`src/rtl/cu_pkg.sv`:
```
// Shared types and constants for the control-unit instruction-fetch stage.
package cu_pkg;
  typedef enum logic [1:0] {IDLE, REQ, FAULT} if_state_t;

  localparam logic [31:0] NOP_INSTR     = 32'h0000_0013;
  localparam logic [1:0]  PC_ALIGN_MASK = 2'b11;
endpackage

```
`src/rtl/cu_if_timeout.sv`:
```
// Request-wait counter: counts cycles spent waiting for imem_ack and flags
// the cycle in which the wait budget is used up.
module cu_if_timeout #(
  parameter int unsigned LIMIT = 16
) (
  input  logic clk,
  input  logic rst_n,
  input  logic clear,
  input  logic en,
  output logic expired
);
  localparam logic [7:0] LAST = 8'(LIMIT - 1);

  logic [7:0] cnt_q;

  always_ff @(posedge clk or negedge rst_n) begin
    if (!rst_n) begin
      cnt_q <= 8'd0;
    end else if (clear) begin
      cnt_q <= 8'd0;
    end else if (en) begin
      cnt_q <= cnt_q + 8'd1;
    end
  end

  // High during the LIMIT-th waiting cycle; the edge closing it would be one too many.
  assign expired = en && (cnt_q == LAST);
endmodule

```
`src/rtl/cu_if_fetch.sv`:
```
// Instruction-fetch stage: owns the PC, fetches one word per fetch_start over
// a req/ack memory handshake and latches it into Cu_IR for decode.
module cu_if_fetch #(
  parameter logic [31:0] RESET_PC       = 32'h0000_0000,
  parameter int unsigned TIMEOUT_CYCLES = 16,
  parameter logic [31:0] NOP_INSTR      = cu_pkg::NOP_INSTR
) (
  input  logic        soc_clk,
  input  logic        IF_reset_n,
  input  logic        fetch_start,
  input  logic        pc_update_valid,
  input  logic [31:0] pc_next,
  input  logic        fault_clear,
  output logic        imem_req,
  output logic [31:0] imem_addr,
  input  logic [31:0] imem_rdata,
  input  logic        imem_ack,
  output logic [31:0] Cu_IR,
  output logic [31:0] pc_out,
  output logic        ir_valid,
  output logic        fetch_busy,
  output logic        fault_misaligned,
  output logic        fault_timeout
);
  import cu_pkg::*;

  // Handshake: imem_req is high for the whole REQ state with imem_addr held
  // at the PC; the access completes on the first rising edge where imem_ack
  // is high while imem_req is high. ack outside a request is ignored.

  if_state_t   state_q, state_d;
  logic [31:0] pc_q, pc_d, pc_eff;
  logic [31:0] pend_pc_q, pend_pc_d;
  logic        pend_valid_q, pend_valid_d;
  logic [31:0] ir_q, ir_d;
  logic        ir_valid_q, ir_valid_d;
  logic        mis_q, mis_d;
  logic        to_q, to_d;
  logic        expired;

  cu_if_timeout #(.LIMIT(TIMEOUT_CYCLES)) u_timeout (
    .clk    (soc_clk),
    .rst_n  (IF_reset_n),
    .clear  ((state_q != REQ) || imem_ack),
    .en     (state_q == REQ),
    .expired(expired)
  );

  always_comb begin
    state_d      = state_q;
    pc_d         = pc_q;
    pend_pc_d    = pend_pc_q;
    pend_valid_d = pend_valid_q;
    ir_d         = ir_q;
    ir_valid_d   = 1'b0;
    mis_d        = mis_q;
    to_d         = to_q;
    // A same-cycle update takes effect before the alignment check.
    pc_eff       = pc_update_valid ? pc_next : pc_q;
    case (state_q)
      IDLE: begin
        pc_d = pc_eff;
        if (fetch_start) begin
          if ((pc_eff[1:0] & PC_ALIGN_MASK) != 2'b00) begin
            state_d = FAULT;
            mis_d   = 1'b1;
          end else begin
            state_d = REQ;
          end
        end
      end
      REQ: begin
        if (pc_update_valid) begin
          pend_valid_d = 1'b1;
          pend_pc_d    = pc_next;
        end
        if (imem_ack) begin
          ir_d       = imem_rdata;
          ir_valid_d = 1'b1;
          state_d    = IDLE;
        end else if (expired) begin
          state_d = FAULT;
          to_d    = 1'b1;
        end
        // Deferred PC update lands on the leaving edge so imem_addr stays put.
        if (state_d != REQ) begin
          if (pc_update_valid) begin
            pc_d = pc_next;
          end else if (pend_valid_q) begin
            pc_d = pend_pc_q;
          end
          pend_valid_d = 1'b0;
        end
      end
      FAULT: begin
        pc_d = pc_eff;
        if (fault_clear) begin
          state_d = IDLE;
          mis_d   = 1'b0;
          to_d    = 1'b0;
        end
      end
      default: state_d = IDLE;
    endcase
  end

  always_ff @(posedge soc_clk or negedge IF_reset_n) begin
    if (!IF_reset_n) begin
      state_q      <= IDLE;
      pc_q         <= RESET_PC;
      pend_pc_q    <= 32'h0;
      pend_valid_q <= 1'b0;
      ir_q         <= NOP_INSTR;
      ir_valid_q   <= 1'b0;
      mis_q        <= 1'b0;
      to_q         <= 1'b0;
    end else begin
      state_q      <= state_d;
      pc_q         <= pc_d;
      pend_pc_q    <= pend_pc_d;
      pend_valid_q <= pend_valid_d;
      ir_q         <= ir_d;
      ir_valid_q   <= ir_valid_d;
      mis_q        <= mis_d;
      to_q         <= to_d;
    end
  end

  assign imem_req         = (state_q == REQ);
  assign fetch_busy       = (state_q == REQ);
  assign imem_addr        = pc_q;
  assign pc_out           = pc_q;
  assign Cu_IR            = ir_q;
  assign ir_valid         = ir_valid_q;
  assign fault_misaligned = mis_q;
  assign fault_timeout    = to_q;
endmodule

```
`config.mk`:
```
export PLATFORM = sky130hd
export DESIGN_NAME = cu_if_fetch
export DESIGN_NICKNAME = d
export VERILOG_FILES = /design/src/rtl/cu_pkg.sv /design/src/rtl/cu_if_timeout.sv /design/src/rtl/cu_if_fetch.sv
export SDC_FILE = /design/constraint.sdc
export NUM_CORES = 1
export LEC_CHECK = 0
export ABC_AREA = 1
export BUFFER_PORTS_ARGS = -buffer_cell sky130_fd_sc_hd__buf_2
export CAP_MARGIN = 0
export CORE_MARGIN = 4
export CORE_UTILIZATION = 40
export DETAILED_ROUTE_END_ITERATION = 16
export PLACE_DENSITY = 0.66
export SYNTH_ARGS = -nofsm -noshare
export SYNTH_HDL_FRONTEND = slang
export SYNTH_SLANG_ARGS = --single-unit
```
`constraint.sdc`:
```
create_clock -name soc_clk -period 1.46 [get_ports soc_clk]
set_clock_uncertainty 0.15 [all_clocks]
set_input_delay 0.146 -clock soc_clk [delete_from_list [all_inputs] [get_ports soc_clk]]
set_output_delay 0.146 -clock soc_clk [all_outputs]
set_load 0.05 [all_outputs]
```
# == After elaboration in Yosys (flattened, before gate mapping) ==
# Cells that the tools add are included.
# classes
n_addsub,1
eq_ne,13
muxes,25
n_reduce_logical,18
# ops
cell,n
$mux 32,4
$pmux 32 s2,1
$mux 8,2
$mux 2,6
$ne 2x2->1 const B,6
$reduce_and 4->1,3
$reduce_bool 2->1,6
$mux 1,9
$add 8x1->8 const B,1
$eq 8x4->1 const B,1
$reduce_and 2->1,4
$ne 2x1->1 const B,3
$pmux 2 s3,1
$pmux 1 s2,2
$ne 3x3->1 const B,1
$reduce_and 3->1,1
$eq 2x1->1 const B,1
$eq 2x2->1 const B,1
$logic_not 2->1,1
$reduce_or 2->1,1
$logic_and 1x1->1,1
$logic_or 1x1->1,1
# totals
regBits,110
elab_cells,67

# == Logic depth before layout (Yosys ltp) ==
# Gate-level depths: netlist of run 1.
# depth
ltp_word,8
mapped_depth,10
depth_no_buf,9

# == Cells and area by module ==
# Synthesis of run 1 repeated with hierarchy kept, for this count alone.
# hier_totals
cells_unflattened,631
area_unflattened_um2,5073.6
# by_module_without_submodules
mod,n_inst,cells_per_inst,area_per_inst_um2
cu_if_fetch,1,575,4644.5
cu_if_timeout,1,56,429.2

# == Worst setup path after synthesis of run 1 ==
# OpenSTA, ideal clock, no wires.
# synth_path
kind,register to register
startpoint,register u_timeout.cnt_q[0]
endpoint,register pc_q[10] (netlist: imem_addr[10])
arrival_time_ns,1.299
setup_slack_ns,-0.109
stages_incl_launch_ff,10
path_buffers,1
period_less_slack_ns,1.569
cell_sequence,dfrtp_1 > ha_1 > nand2_1 > nor2_1 > nand3_1 > nand3_4 > nand3_2 > buf_4 > nand2_1 > nand2_1
# synth_between
elab_chain_len,8
# synth_rtl
element,line,source
start: declaration,cu_if_timeout.sv:14,logic [7:0] cnt_q;
start signal: assignment,cu_if_timeout.sv:22,cnt_q <= cnt_q + 8'd1;
$eq 8x4->1,cu_if_timeout.sv:27,assign expired = en && (cnt_q == LAST);
$logic_and 1x1->1,cu_if_timeout.sv:27,
$mux 2,cu_if_fetch.sv:81,end else if (expired) begin
$mux 2,cu_if_fetch.sv:77,if (imem_ack) begin
$mux 2,cu_if_fetch.sv:60,case (state_q)
$ne 2x1->1,cu_if_fetch.sv:86,if (state_d != REQ) begin
$ne 2x2->1 (no line),--,
$reduce_and 4->1 (no line),--,
end signal: assignment,cu_if_fetch.sv:119,pc_q <= pc_d;
end: declaration,cu_if_fetch.sv:32,"logic [31:0] pc_q, pc_d, pc_eff;"
# Every way passes these cells. The select of a mux whose other input is x is not followed.
# A chain may end at the register's enable or synchronous reset.

# == Final worst setup path of run 1 ==
# layout_path
startpoint,register state_q[1]
endpoint,register pc_q[29] (netlist: imem_addr[29])
# layout_between
elab_chain_len,8
elab_cells_between_ends,15
classes_between,eq/ne: 6; mux: 4; reduce/logical: 5
# layout_rtl
element,line,source
start: declaration,cu_if_fetch.sv:31,"if_state_t state_q, state_d;"
start signal: assignment,cu_if_fetch.sv:118,state_q <= state_d;
$eq 2x1->1,"cu_if_fetch.sv:45, cu_if_fetch.sv:60",
$logic_and 1x1->1,cu_if_timeout.sv:27,
$mux 2,cu_if_fetch.sv:81,
$mux 2,cu_if_fetch.sv:77,
$mux 2,cu_if_fetch.sv:60,
$ne 2x1->1,cu_if_fetch.sv:86,
$ne 2x2->1 (no line),--,
$reduce_and 4->1 (no line),--,
# Parallel ways exist; a longest one is shown, timed or not. The select of a mux whose other input is x is not followed.

==> results of run 1 <==
[Yosys cell counts (all sizes together)]
cell and instances:
nand2 244, dfrtp 107, o21ai 69, buf 52, inv 47, nand4 31, nor2 18, clkbuf 12
a21oi 8, nand3 8, dfstp 3, nor3 3, mux2 2, a22oi 1, ha 1, nor4 1
[what timing repair did]
item	4_1_cts	5_1_grt
hold endpoints to repair	177	0
gates cloned	2	1
setup endpoints to repair	39	113
pin swaps	7	1
gates resized for setup	20	39
hold buffers	67	0
buffers inserted	5	4
[stage by stage]
step           TNS (ns)  setup slack, ns  instance area, um^2  util, %  power [mW]
2_1_floorplan     -3.24          -0.0631                 5190        -        12.7
3_3_place_gp      -2.93           -0.103                 6110     50.0        14.2
3_5_place_dp      -5.22           -0.181                 6110     50.0        14.4
4_1_cts           -4.85           -0.158                 7210     59.0        17.3
5_1_grt          -12.40           -0.293                 7360     60.3        18.5
6_report          -5.84           -0.193                 7360     60.3        17.5
[state kept, by name, indices dropped and copies added, names as in the netlist]
name and flops:
Cu_IR 32, imem_addr 32, pend_pc_q 32, u_timeout.cnt_q 8, state_q 2, fault_misaligned 1
fault_timeout 1, ir_valid 1, pend_valid_q 1
[worst min-delay path: stages]
cell and delay (ns):
buf_2 0.16, nor2_4 0.08, nand2_1 0.06, nor2_1 0.03
[how the worst max path moves through the flow]
stage / startpoint / to / cells after the start / slack (ns)
after floorplan: state_q[0] / imem_addr[10] / 6 / -0.06
final: state_q[1] / imem_addr[29] / 7 / -0.19
after global placement: u_timeout.cnt_q[1] / imem_addr[25] / 9 / -0.10
after global routing: u_timeout.cnt_q[1] / imem_addr[7] / 9 / -0.29
after detailed placement: u_timeout.cnt_q[1] / imem_addr[18] / 9 / -0.18
after CTS: u_timeout.cnt_q[1] / imem_addr[18] / 9 / -0.16
[power by group through the flow]
stage	logic (mW)	clock network, mW	registers [mW]
6_report	9.90	2.37	5.23
4_1_cts	9.64	2.44	5.19
3_3_place_gp	9.04	0	5.18
2_1_floorplan	4.61	0	8.08
5_1_grt	10.5	2.57	5.41
3_5_place_dp	9.16	0	5.20
[cell type report]
class / count / area [um^2] / share of cell area, %
Inverter: 47 / 196 / 2.67
Tap cell: 168 / 210 / 2.86
Sequential cell: 110 / 2760 / 37.5
Multi-Input combinational cell: 386 / 1820 / 24.8
Clock buffer: 11 / 233 / 3.16
Timing Repair Buffer: 284 / 2090 / 28.4
Clock inverter: 4 / 48.8 / 0.663
[kinds of logic (layout without fill, tap and decap cells)]
group	after synthesis	count (layout)
flops	110	110
compound gates	78	78
mux	2	2
buf+inv	111	346
simple gates	305	305
fa+ha+maj	1	1
[layer usage]
layer,vias to the layer above,routed length [um]
met4,0,244
met2,191,6390
li1,2356,-
met5,-,0
met3,20,1020
met1,2072,6030
[layout by cell type, fill, tap and decap left out, drive strengths merged, types with 14 or more instances in the layout]
cell	instances
buf	214
nor2	18
clkbuf	14
inv	46
nand4	31
dfrtp	107
o21ai	69
nand2	244
dlygate4sd3	67
==> results by group, run 1 <==
Placement
  – Port Buf Inserts: 170
  – Inst Count DP: 916
  – Final HPWL DP: 9.18 mm
  – GPL Wtd Cong: 0.801

Timing
  – Final hold viol count: 0
  – Worst slew margin: 73.2%
  – Unrepaired setup endpoints after global routing: true
  – Final worst-path cycle share: 113%
  – Final Setup Violations: 52
  – Hold_ws: 0.0143 ns
  – Max Freq: 605 MHz
  – Worst setup margin: -0.193 ns
  – Pin slew with the least headroom to its limit: 0.402 ns
  – Pins over their slew limit: 0
  – Final Critical Period: 1.65 ns

Yosys
  – Synthesized flop and latch total: 110
  – Synth Warn #: 0
  – XOR/XNOR share of the synthesized area: 0%
  – Post-synthesis sequential area ratio: 54.3%
  – Synth Instances: 607
  – Main combinational cell family by area after synthesis: simple AND/OR/NAND/NOR gates
  – Netlist cell types: 25
  – Post-synth top area cell: dfrtp_1
  – Compound-gate portion of the synthesized area: 7.74%
  – Post-synthesis net count: 678
  – Mapped Area: 0.00507 mm^2
  – Post-synth top area share: 52.8%
  – Synth Area in Adders: 0.247%
  – Avg Synthesized Cell Area: 8.36 um^2
  – Simple-Gate Fraction of Synth Area: 25.8%
  – Top cells by area, synth: dfrtp_1, nand2_1, buf_4
  – Proportion of synthesized area in mux cells: 0.444%

Routing
  – DRT Wirelength: 13.7 mm
  – Remaining DRCs: 0
  – Router iterations before antenna repair: 5
  – Vias: 4639
  – DR vias/cell: 4.59
  – Initial DRC count: 340
  – Avg WL per Cell: 13.5 um
  – Final ANT Viol Nets: 0

Power
  – VDD IR max: 1.59 mV
  – Switching share of power: 52.3%
  – Clock power frac: 13.5%
  – Logic gate share of total power: 56.6%
  – Power density over the cells: 2380 mW/mm^2
  – Leakage: 4.00 nW
  – Sequential power share: 29.9%
  – Switching pwr: 9.15 mW
  – Int Power: 8.35 mW

Global routing
  – Initial antenna violation count: 0
  – Largest net degree at the start of global routing: 34
  – Met2 track demand over resource: 31.0%
  – First-pass GRT wire length: 22.5 mm
  – Busiest grt layer: met2
  – All-Layer GR Usage: 19.2%
  – Met1 usage: 24.6%
  – Grt total ovfl: 0
  – Number of global-route vias before repair: 4686
  – Met3 GRT Util: 4.54%

Setup path
  – Critical path endpoint category: flop
  – R2r endpoint: imem_addr[29]
  – Startpoint class of the critical path: flop
  – R2r setup slk: -0.19 ns
  – R2R cell count: 7
  – Worst-path cell chain: inv_1, o21ai_0, nand2_2, nand3_4, buf_12, nand2_1, nand2_1
  – Crit Path Category: flop to flop
  – Arr. time, crit path: 1.74 ns
  – CP top delay family: flip-flops
  – Top cell by count, worst path: nand2_1
  – Reg2reg start: state_q[1]
  – Crit-path max cell delay: 0.46 ns
  – Worst path bufs/invs: 2
  – Crit-path slowest cell: dfrtp_1
  – Req. time, crit path: 1.54 ns
  – CP Max Fanout: 15

Clocking
  – Clock root cell: clkbuf_16
  – Clock Latency Late Sink: 0.34 ns
  – # H-tree levels: 3
  – TritonCTS clock tree: done
  – CTS sink cnt: 110
  – Worst-path clk slew: 0.07 ns
  – Cts bufs inserted: 9
  – Clock Path Buffers: 2

Worst hold path
  – Worst Hold Path Cells: 4
  – Hold crit path type: input port to flop
  – Hold Crit Start: imem_ack
  – Hold endpoint: u_timeout.cnt_q[7]

Layout
  – Synthesis-to-layout area growth: 45.0%
  – Total Nets Final: 909
  – Final non-filler cell total: 1010
  – Fraction of layout cells with a size suffix above 1: 32.7%
  – Number of inserted diodes: 0
  – Layout fillers: 1073

Floorplan
  – Initial Util: 41.5%
  – Core Region: 0.0122 mm^2
  – Die Wd: 121 um
  – Row Count: 40
  – Die Area: 0.0146 mm^2
  – I/O Pins: 171
  – Die Ht: 121 um

Run status
  – Status: finished, violations left
  – Failing checks: negative setup slack

Job
  – Max Cap Viol: 0
Power figures use the tool's default switching activity.
==> inputs of run 2 (changes only) <==
--- a/config.mk
+++ b/config.mk
@@ -5,13 +5,14 @@
 export SDC_FILE = /design/constraint.sdc
 export NUM_CORES = 1
 export LEC_CHECK = 0
-export ABC_AREA = 1
+export ABC_AREA = 0
 export BUFFER_PORTS_ARGS = -buffer_cell sky130_fd_sc_hd__buf_2
 export CAP_MARGIN = 0
 export CORE_MARGIN = 4
 export CORE_UTILIZATION = 40
+export CTS_CLUSTER_SIZE = 10
 export DETAILED_ROUTE_END_ITERATION = 16
-export PLACE_DENSITY = 0.66
+export PLACE_DENSITY = 0.67
 export SYNTH_ARGS = -nofsm -noshare
 export SYNTH_HDL_FRONTEND = slang
 export SYNTH_SLANG_ARGS = --single-unit
==> results by group, run 2 <==
Yosys
  – XOR/XNOR share of the synthesized area: 1.09% (was 0%)
  – Synthesized flop and latch total: 110 (unchanged)
  – Proportion of synthesized area in mux cells: 15.0% (was 0.444%)
  – Post-synth top area cell: dfrtp_1 (unchanged)
  – Asr flop ratio synth: 100% (unchanged)
  – Netlist cell types: 40 (was 25)
  – Main combinational cell family by area after synthesis: multiplexers (was simple AND/OR/NAND/NOR gates)
  – Synth Instances: 352 (was 607)
  – Post-synth top area share: 55.6% (was 52.8%)
  – Synth Area in Adders: 0.260% (was 0.247%)
  – Post-synthesis sequential area ratio: 57.2% (was 54.3%)
  – Compound-gate portion of the synthesized area: 8.88% (was 7.74%)
  – Number of flops mapped to enable cells by yosys: 0 (unchanged)
  – Top cells by area, synth: dfrtp_1, mux2_2, a221o_1 (was dfrtp_1, nand2_1, buf_4)
  – Synth Warn #: 0 (unchanged)
  – Post-synthesis net count: 423 (was 678)
  – Mapped Area: 0.00482 mm^2 (was 0.00507 mm^2)
  – Commonest cells in the synthesized netlist: dfrtp_1, mux2_2, buf_4 (was nand2_1, dfrtp_1, o21ai_0)
  – Simple-Gate Fraction of Synth Area: 8.94% (was 25.8%)
  – Top_reg_cell synth: dfrtp_1 (unchanged)
  – Most common cell in the netlist: dfrtp_1 (was nand2_1)
  – Avg Synthesized Cell Area: 13.7 um^2 (was 8.36 um^2)

Clocking
  – Clock Path Buffers: 2 (unchanged)
  – Clock Latency Late Sink: 0.33 ns (was 0.34 ns)
  – TritonCTS clock tree: done (unchanged)
  – Clock root cell: clkbuf_16 (unchanged)
  – Cts bufs inserted: 9 (unchanged)
  – Worst-path clk slew: 0.07 ns (about the same)
  – # H-tree levels: 3 (unchanged)
  – CTS sink cnt: 110 (unchanged)

Routing
  – Vias: 3819 (was 4639)
  – DRT Wirelength: 13.9 mm (was 13.7 mm)
  – Final ANT Viol Nets: 0 (unchanged)
  – Remaining DRCs: 0 (unchanged)
  – Router iterations before antenna repair: 5 (unchanged)
  – Initial DRC count: 282 (was 340)
  – Avg WL per Cell: 18.5 um (was 13.5 um)
  – DR vias/cell: 5.06 (was 4.59)

Placement
  – Port Buf Inserts: 170 (unchanged)
  – Final HPWL DP: 8.14 mm (was 9.18 mm)
  – Setup WS pre-CTS: -0.682 ns (was -0.181 ns)
  – Area after DPL: 0.00586 mm^2 (was 0.00611 mm^2)
  – Inst Count DP: 646 (was 916)
  – GPL Wtd Cong: 0.821 (was 0.801)

Timing
  – Unrepaired setup endpoints after global routing: true (unchanged)
  – Final Setup Violations: 111 (was 52)
  – Max Freq: 473 MHz (was 605 MHz)
  – Final hold viol count: 0 (unchanged)
  – Pins over their slew limit: 0 (unchanged)
  – Final Critical Period: 2.12 ns (was 1.65 ns)
  – Worst slew margin: 80.2% (was 73.2%)
  – Final worst-path cycle share: 145% (was 113%)
  – Worst setup margin: -0.656 ns (was -0.193 ns)
  – Pin slew with the least headroom to its limit: 0.296 ns (was 0.402 ns)

Power
  – VDD IR max: 0.972 mV (was 1.59 mV)
  – Leakage: 3.57 nW (was 4.00 nW)
  – Power density over the cells: 1780 mW/mm^2 (was 2380 mW/mm^2)

Global routing
  – Grt total ovfl: 0 (unchanged)
  – All-Layer GR Usage: 19.9% (was 19.2%)
  – Number of global-route vias before repair: 4051 (was 4686)
  – Largest net degree at the start of global routing: 51 (was 34)
  – First-pass GRT wire length: 21.8 mm (was 22.5 mm)
  – Initial antenna violation count: 0 (unchanged)

Floorplan
  – Row Count: 39 (was 40)
  – Die Area: 0.0139 mm^2 (was 0.0146 mm^2)
  – Core Region: 0.0116 mm^2 (was 0.0122 mm^2)
  – I/O Pins: 171 (unchanged)
  – Die Ht: 118 um (was 121 um)
  – Initial Util: 41.5% (about the same)
  – Die Wd: 118 um (was 121 um)

Setup path
  – Startpoint class of the critical path: flop (unchanged)
  – R2r setup slk: -0.66 ns (was -0.19 ns)
  – Critical path endpoint category: flop (unchanged)
  – CP Max Fanout: 20 (was 15)
  – Req. time, crit path: 1.53 ns (was 1.54 ns)
  – Crit Path Category: flop to flop (unchanged)
  – Reg2reg start: u_timeout.cnt_q[5] (was state_q[1])
  – R2r endpoint: imem_addr[13] (was imem_addr[29])
  – Critical path launch point: u_timeout.cnt_q[5] (was state_q[1])
  – R2R cell count: 5 (was 7)
  – Arr. time, crit path: 2.18 ns (was 1.74 ns)

Layout
  – Final non-filler cell total: 754 (was 1010)
  – Most common cell after layout, fill and taps aside: buf_2 (was nand2_1)
  – Finished layout cell area: 0.00735 mm^2 (was 0.00736 mm^2)
  – Most frequent cells in the layout: buf_2, dfrtp_1, dlygate4sd3_1, mux2_2, buf_4 (was nand2_1, buf_2, dfrtp_1, dlygate4sd3_1, inv_1)
  – Fraction of layout cells with a size suffix above 1: 60.1% (was 32.7%)
  – Synthesis-to-layout area growth: 52.6% (was 45.0%)
  – Number of inserted diodes: 0 (unchanged)
  – Total Nets Final: 678 (was 909)

Run status
  – Status: finished, violations left (unchanged)
  – Failing checks: negative setup slack (unchanged)

Job
  – Max Cap Viol: 0 (unchanged)

Worst hold path
  – Hold crit path type: input port to asynchronous set/reset pin (was input port to flop)
-- run 2: kinds of logic (layout without fill, tap and decap cells) --
family          Yosys count  after routing
flops                   110            110
buf+inv                  60            312
simple gates             65             72
mux                      64             64
compound gates           46             46
fa+ha+maj                 1              1
xor+xnor                  6              6
-- run 2: worst max-delay path by stage --
| stage | endpoint | slack, ns | cells after the start |
|---|---|---|---|
| floorplan | imem_addr[10] | -0.57 | 5 |
| global placement | imem_addr[7] | -0.63 | 5 |
| detailed placement | imem_addr[5] | -0.68 | 5 |
| CTS | imem_addr[25] | -0.67 | 6 |
| global route | imem_addr[9] | -0.74 | 6 |
| finish | imem_addr[13] | -0.66 | 5 |
-- run 2: power breakdown --
part | switching [mW] | total [mW] | internal (mW)
logic | 3.98 | 5.99 | 2.00
clock network | 1.03 | 2.28 | 1.24
registers | 0.630 | 4.79 | 4.16
-- run 2: worst max-delay path, cell delays in order (launching register included) --
cell and delay [ns]:
dfrtp_1 0.38, or4_4 0.58, o221ai_4 0.22, o21ai_4 0.12
buf_12 0.17, a221o_1 0.35
-- run 2: stage by stage --
| step | utilization (%) | total power, mW | hold slack, ns | setup TNS, ns |
|---|---|---|---|---|
| global placement | 50.5 | 10.1 | -0.112 | -34.84 |
| detailed placement | 50.5 | 10.3 | -0.110 | -37.44 |
| floorplan | - | 9.04 | -0.300 | -28.07 |
| CTS | 62.3 | 13.0 | 0.0657 | -41.08 |
| global route | 63.3 | 13.6 | 0.0938 | -45.10 |
| finish | 63.3 | 13.0 | 0.0734 | -39.75 |
-- run 2: repair_timing --
item | CTS | global route
hold buffers | 67 | 0
buffers inserted | 13 | 6
gates resized for setup | 34 | 21
endpoints found under the setup margin | 110 | 113
pin swaps | 13 | 9
gates cloned | 9 | 1
hold endpoints to repair | 174 | 0
-- run 2: final cells by class --
class / count / area, um^2
timing repair buffer: 291 / 2180
multi-input combinational: 189 / 1920
clock inverter: 3 / 21.3
inverter: 6 / 35.0
clock buffer: 12 / 256
fill: 869 / 4260
tap: 143 / 179
sequential: 110 / 2760
-- run 2: per-layer routing --
| metal | global-route usage [%] | vias to the layer above | wire length (um) |
|---|---|---|---|
| met5 | 0 | - | 0 |
| met4 | 5.79 | 0 | 219 |
| met3 | 4.13 | 16 | 630 |
| met2 | 35.5 | 120 | 7360 |
| met1 | 24.2 | 1915 | 5720 |
| li1 | - | 1768 | - |
==> inputs of run 3 (changes only) <==
--- a/config.mk
+++ b/config.mk
@@ -13,6 +13,7 @@
 export CTS_CLUSTER_SIZE = 10
 export DETAILED_ROUTE_END_ITERATION = 16
 export PLACE_DENSITY = 0.67
+export SKIP_CTS_REPAIR_TIMING = 1
 export SYNTH_ARGS = -nofsm -noshare
 export SYNTH_HDL_FRONTEND = slang
 export SYNTH_SLANG_ARGS = --single-unit
==> results by group, run 3 (synthesis results as in run 2) <==
Routing
  – Initial DRC count: 252 (was 282)
  – Remaining DRCs: 0 (unchanged)
  – Vias: 3744 (was 3819)
  – DRT Wirelength: 13.5 mm (was 13.9 mm)
  – DR vias/cell: 5.04 (was 5.06)
  – Avg WL per Cell: 18.2 um (was 18.5 um)
  – Final ANT Viol Nets: 0 (unchanged)
  – Router iterations before antenna repair: 4 (was 5)

Timing
  – Pins over their slew limit: 0 (unchanged)
  – Pin slew with the least headroom to its limit: 0.307 ns (was 0.296 ns)
  – Worst setup margin: -0.685 ns (was -0.656 ns)
  – Max Freq: 466 MHz (was 473 MHz)
  – Worst slew margin: 79.5% (was 80.2%)
  – Final Critical Period: 2.15 ns (was 2.12 ns)
  – Unrepaired setup endpoints after global routing: true (unchanged)
  – Final worst-path cycle share: 147% (was 145%)
  – Final Setup Violations: 109 (was 111)
  – Final hold viol count: 0 (unchanged)

Job
  – Max Cap Viol: 0 (unchanged)

Floorplan
  – Die Ht: 118 um (unchanged)
  – Row Count: 39 (unchanged)
  – Core Region: 0.0116 mm^2 (unchanged)
  – Die Area: 0.0139 mm^2 (unchanged)
  – Die Wd: 118 um (unchanged)
  – I/O Pins: 171 (unchanged)
  – Initial Util: 41.5% (unchanged)

Setup path
  – Startpoint class of the critical path: flop (unchanged)
  – Req. time, crit path: 1.58 ns (was 1.53 ns)
  – Critical path endpoint category: flop (unchanged)
  – Reg2reg start: u_timeout.cnt_q[7] (was u_timeout.cnt_q[5])
  – R2r endpoint: imem_addr[3] (was imem_addr[13])
  – R2r setup slk: -0.69 ns (was -0.66 ns)
  – CP Max Fanout: 10 (was 20)
  – Crit Path Category: flop to flop (unchanged)
  – Critical path launch point: u_timeout.cnt_q[7] (was u_timeout.cnt_q[5])
  – Arr. time, crit path: 2.27 ns (was 2.18 ns)
  – R2R cell count: 6 (was 5)

Layout
  – Final non-filler cell total: 743 (was 754)
  – Post-layout utilization of the core: 61.4% (was 63.3%)
  – Fraction of layout cells with a size suffix above 1: 58.9% (was 60.1%)
  – Synthesis-to-layout area growth: 48.1% (was 52.6%)
  – Total Nets Final: 666 (was 678)
  – Most frequent cells in the layout: buf_2, dfrtp_1, dlygate4sd3_1, mux2_2 (was buf_2, dfrtp_1, dlygate4sd3_1, mux2_2, buf_4)
  – Most common cell after layout, fill and taps aside: buf_2 (unchanged)

Clocking
  – Cts bufs inserted: 9 (unchanged)
  – TritonCTS clock tree: done (unchanged)
  – Worst-path clk slew: 0.07 ns (about the same)
  – Clock Latency Late Sink: 0.33 ns (about the same)
  – Clock root cell: clkbuf_16 (unchanged)
  – # H-tree levels: 3 (unchanged)
  – Clock Path Buffers: 2 (unchanged)
  – CTS sink cnt: 110 (unchanged)

Power
  – Logic gate share of total power: 45.0% (was 45.9%)
  – Clock power frac: 17.7% (was 17.4%)
  – Int Power: 7.25 mW (was 7.41 mW)
  – Switching pwr: 5.58 mW (was 5.64 mW)
  – Power density over the cells: 1800 mW/mm^2 (was 1780 mW/mm^2)
  – Pwr Total: 12.8 mW (was 13.0 mW)
  – Leakage: 3.49 nW (was 3.57 nW)
  – VDD IR max: 0.991 mV (was 0.972 mV)
  – Sequential power share: 37.3% (was 36.7%)
  – Switching share of power: 43.5% (was 43.3%)

Global routing
  – First-pass GRT wire length: 17.6 mm (was 21.8 mm)
  – Grt total ovfl: 0 (unchanged)
  – Number of global-route vias before repair: 3437 (was 4051)
  – Largest net degree at the start of global routing: 51 (unchanged)
  – All-Layer GR Usage: 15.7% (was 19.9%)
  – Initial antenna violation count: 1 (was 0)

Run status
  – Status: finished, violations left (unchanged)
  – Failing checks: negative setup slack (unchanged)

Placement
  – Setup WS pre-CTS: -0.682 ns (unchanged)
  – Port Buf Inserts: 170 (unchanged)
  – Final HPWL DP: 8.14 mm (unchanged)
  – Inst Count DP: 646 (unchanged)
  – GPL Wtd Cong: 0.821 (unchanged)

Worst hold path
  – Hold crit path type: input port to asynchronous set/reset pin (unchanged)
## run 3: cell count changes in the layout (fill, tap and decap cells not counted), moves of 3 or more
cell	previous run	this run
buf_12	12	5
buf_2	164	167
buf_4	34	30
buf_6	8	3
## run 3: routing by layer
layer | global-route usage [%] | wire, um
met1 | 19.3 | 5440
met2 | 27.1 | 7160
met3 | 3.70 | 622
met4 | 5.64 | 280
met5 | 0 | 0
## run 3: layout make-up
| type | count | area [um^2] |
|---|---|---|
| Clock inverter | 3 | 21.3 |
| Antenna cell | 1 | 2.50 |
| Multi-Input combinational cell | 189 | 1880 |
| Timing Repair Buffer | 279 | 2000 |
| Fill cell | 914 | 4480 |
| Clock buffer | 12 | 256 |
| Sequential cell | 110 | 2760 |
| Tap cell | 143 | 179 |
| Inverter | 6 | 35.0 |
## run 3: critical path, stage by stage, from the launching register on
cell and delay (ns):
dfrtp_1 0.38, or4_4 0.57, o21a_4 0.23, nor4b_4 0.27
buf_4 0.18, buf_8 0.13, a221o_1 0.15
## run 3: worst max path at each step
stage	endpoint	slack [ns]	depth (start not counted)
finish	imem_addr[3]	-0.69	6
detailed placement	imem_addr[5]	-0.68	5
CTS	imem_addr[3]	-0.72	5
global placement	imem_addr[7]	-0.63	5
global route	imem_addr[3]	-0.73	6
floorplan	imem_addr[10]	-0.57	5
## run 3: power by group through the flow
stage | logic (mW) | clock network (mW) | registers [mW]
after floorplan | 2.17 | 0 | 6.87
after global placement | 5.38 | 0 | 4.72
after detailed placement | 5.46 | 0 | 4.81
after CTS | 5.46 | 2.35 | 4.75
after global routing | 6.01 | 2.46 | 4.91
final | 5.77 | 2.27 | 4.79
## run 3: per-stage QoR
| stage | instance area [um^2] | setup TNS, ns | hold WS, ns |
|---|---|---|---|
| after global placement | 5860 | -34.84 | -0.112 |
| final | 7130 | -40.05 | 0.0747 |
| after floorplan | 4930 | -28.07 | -0.300 |
| after CTS | 6140 | -39.59 | -0.477 |
| after global routing | 7130 | -45.66 | 0.0976 |
| after detailed placement | 5860 | -37.44 | -0.110 |
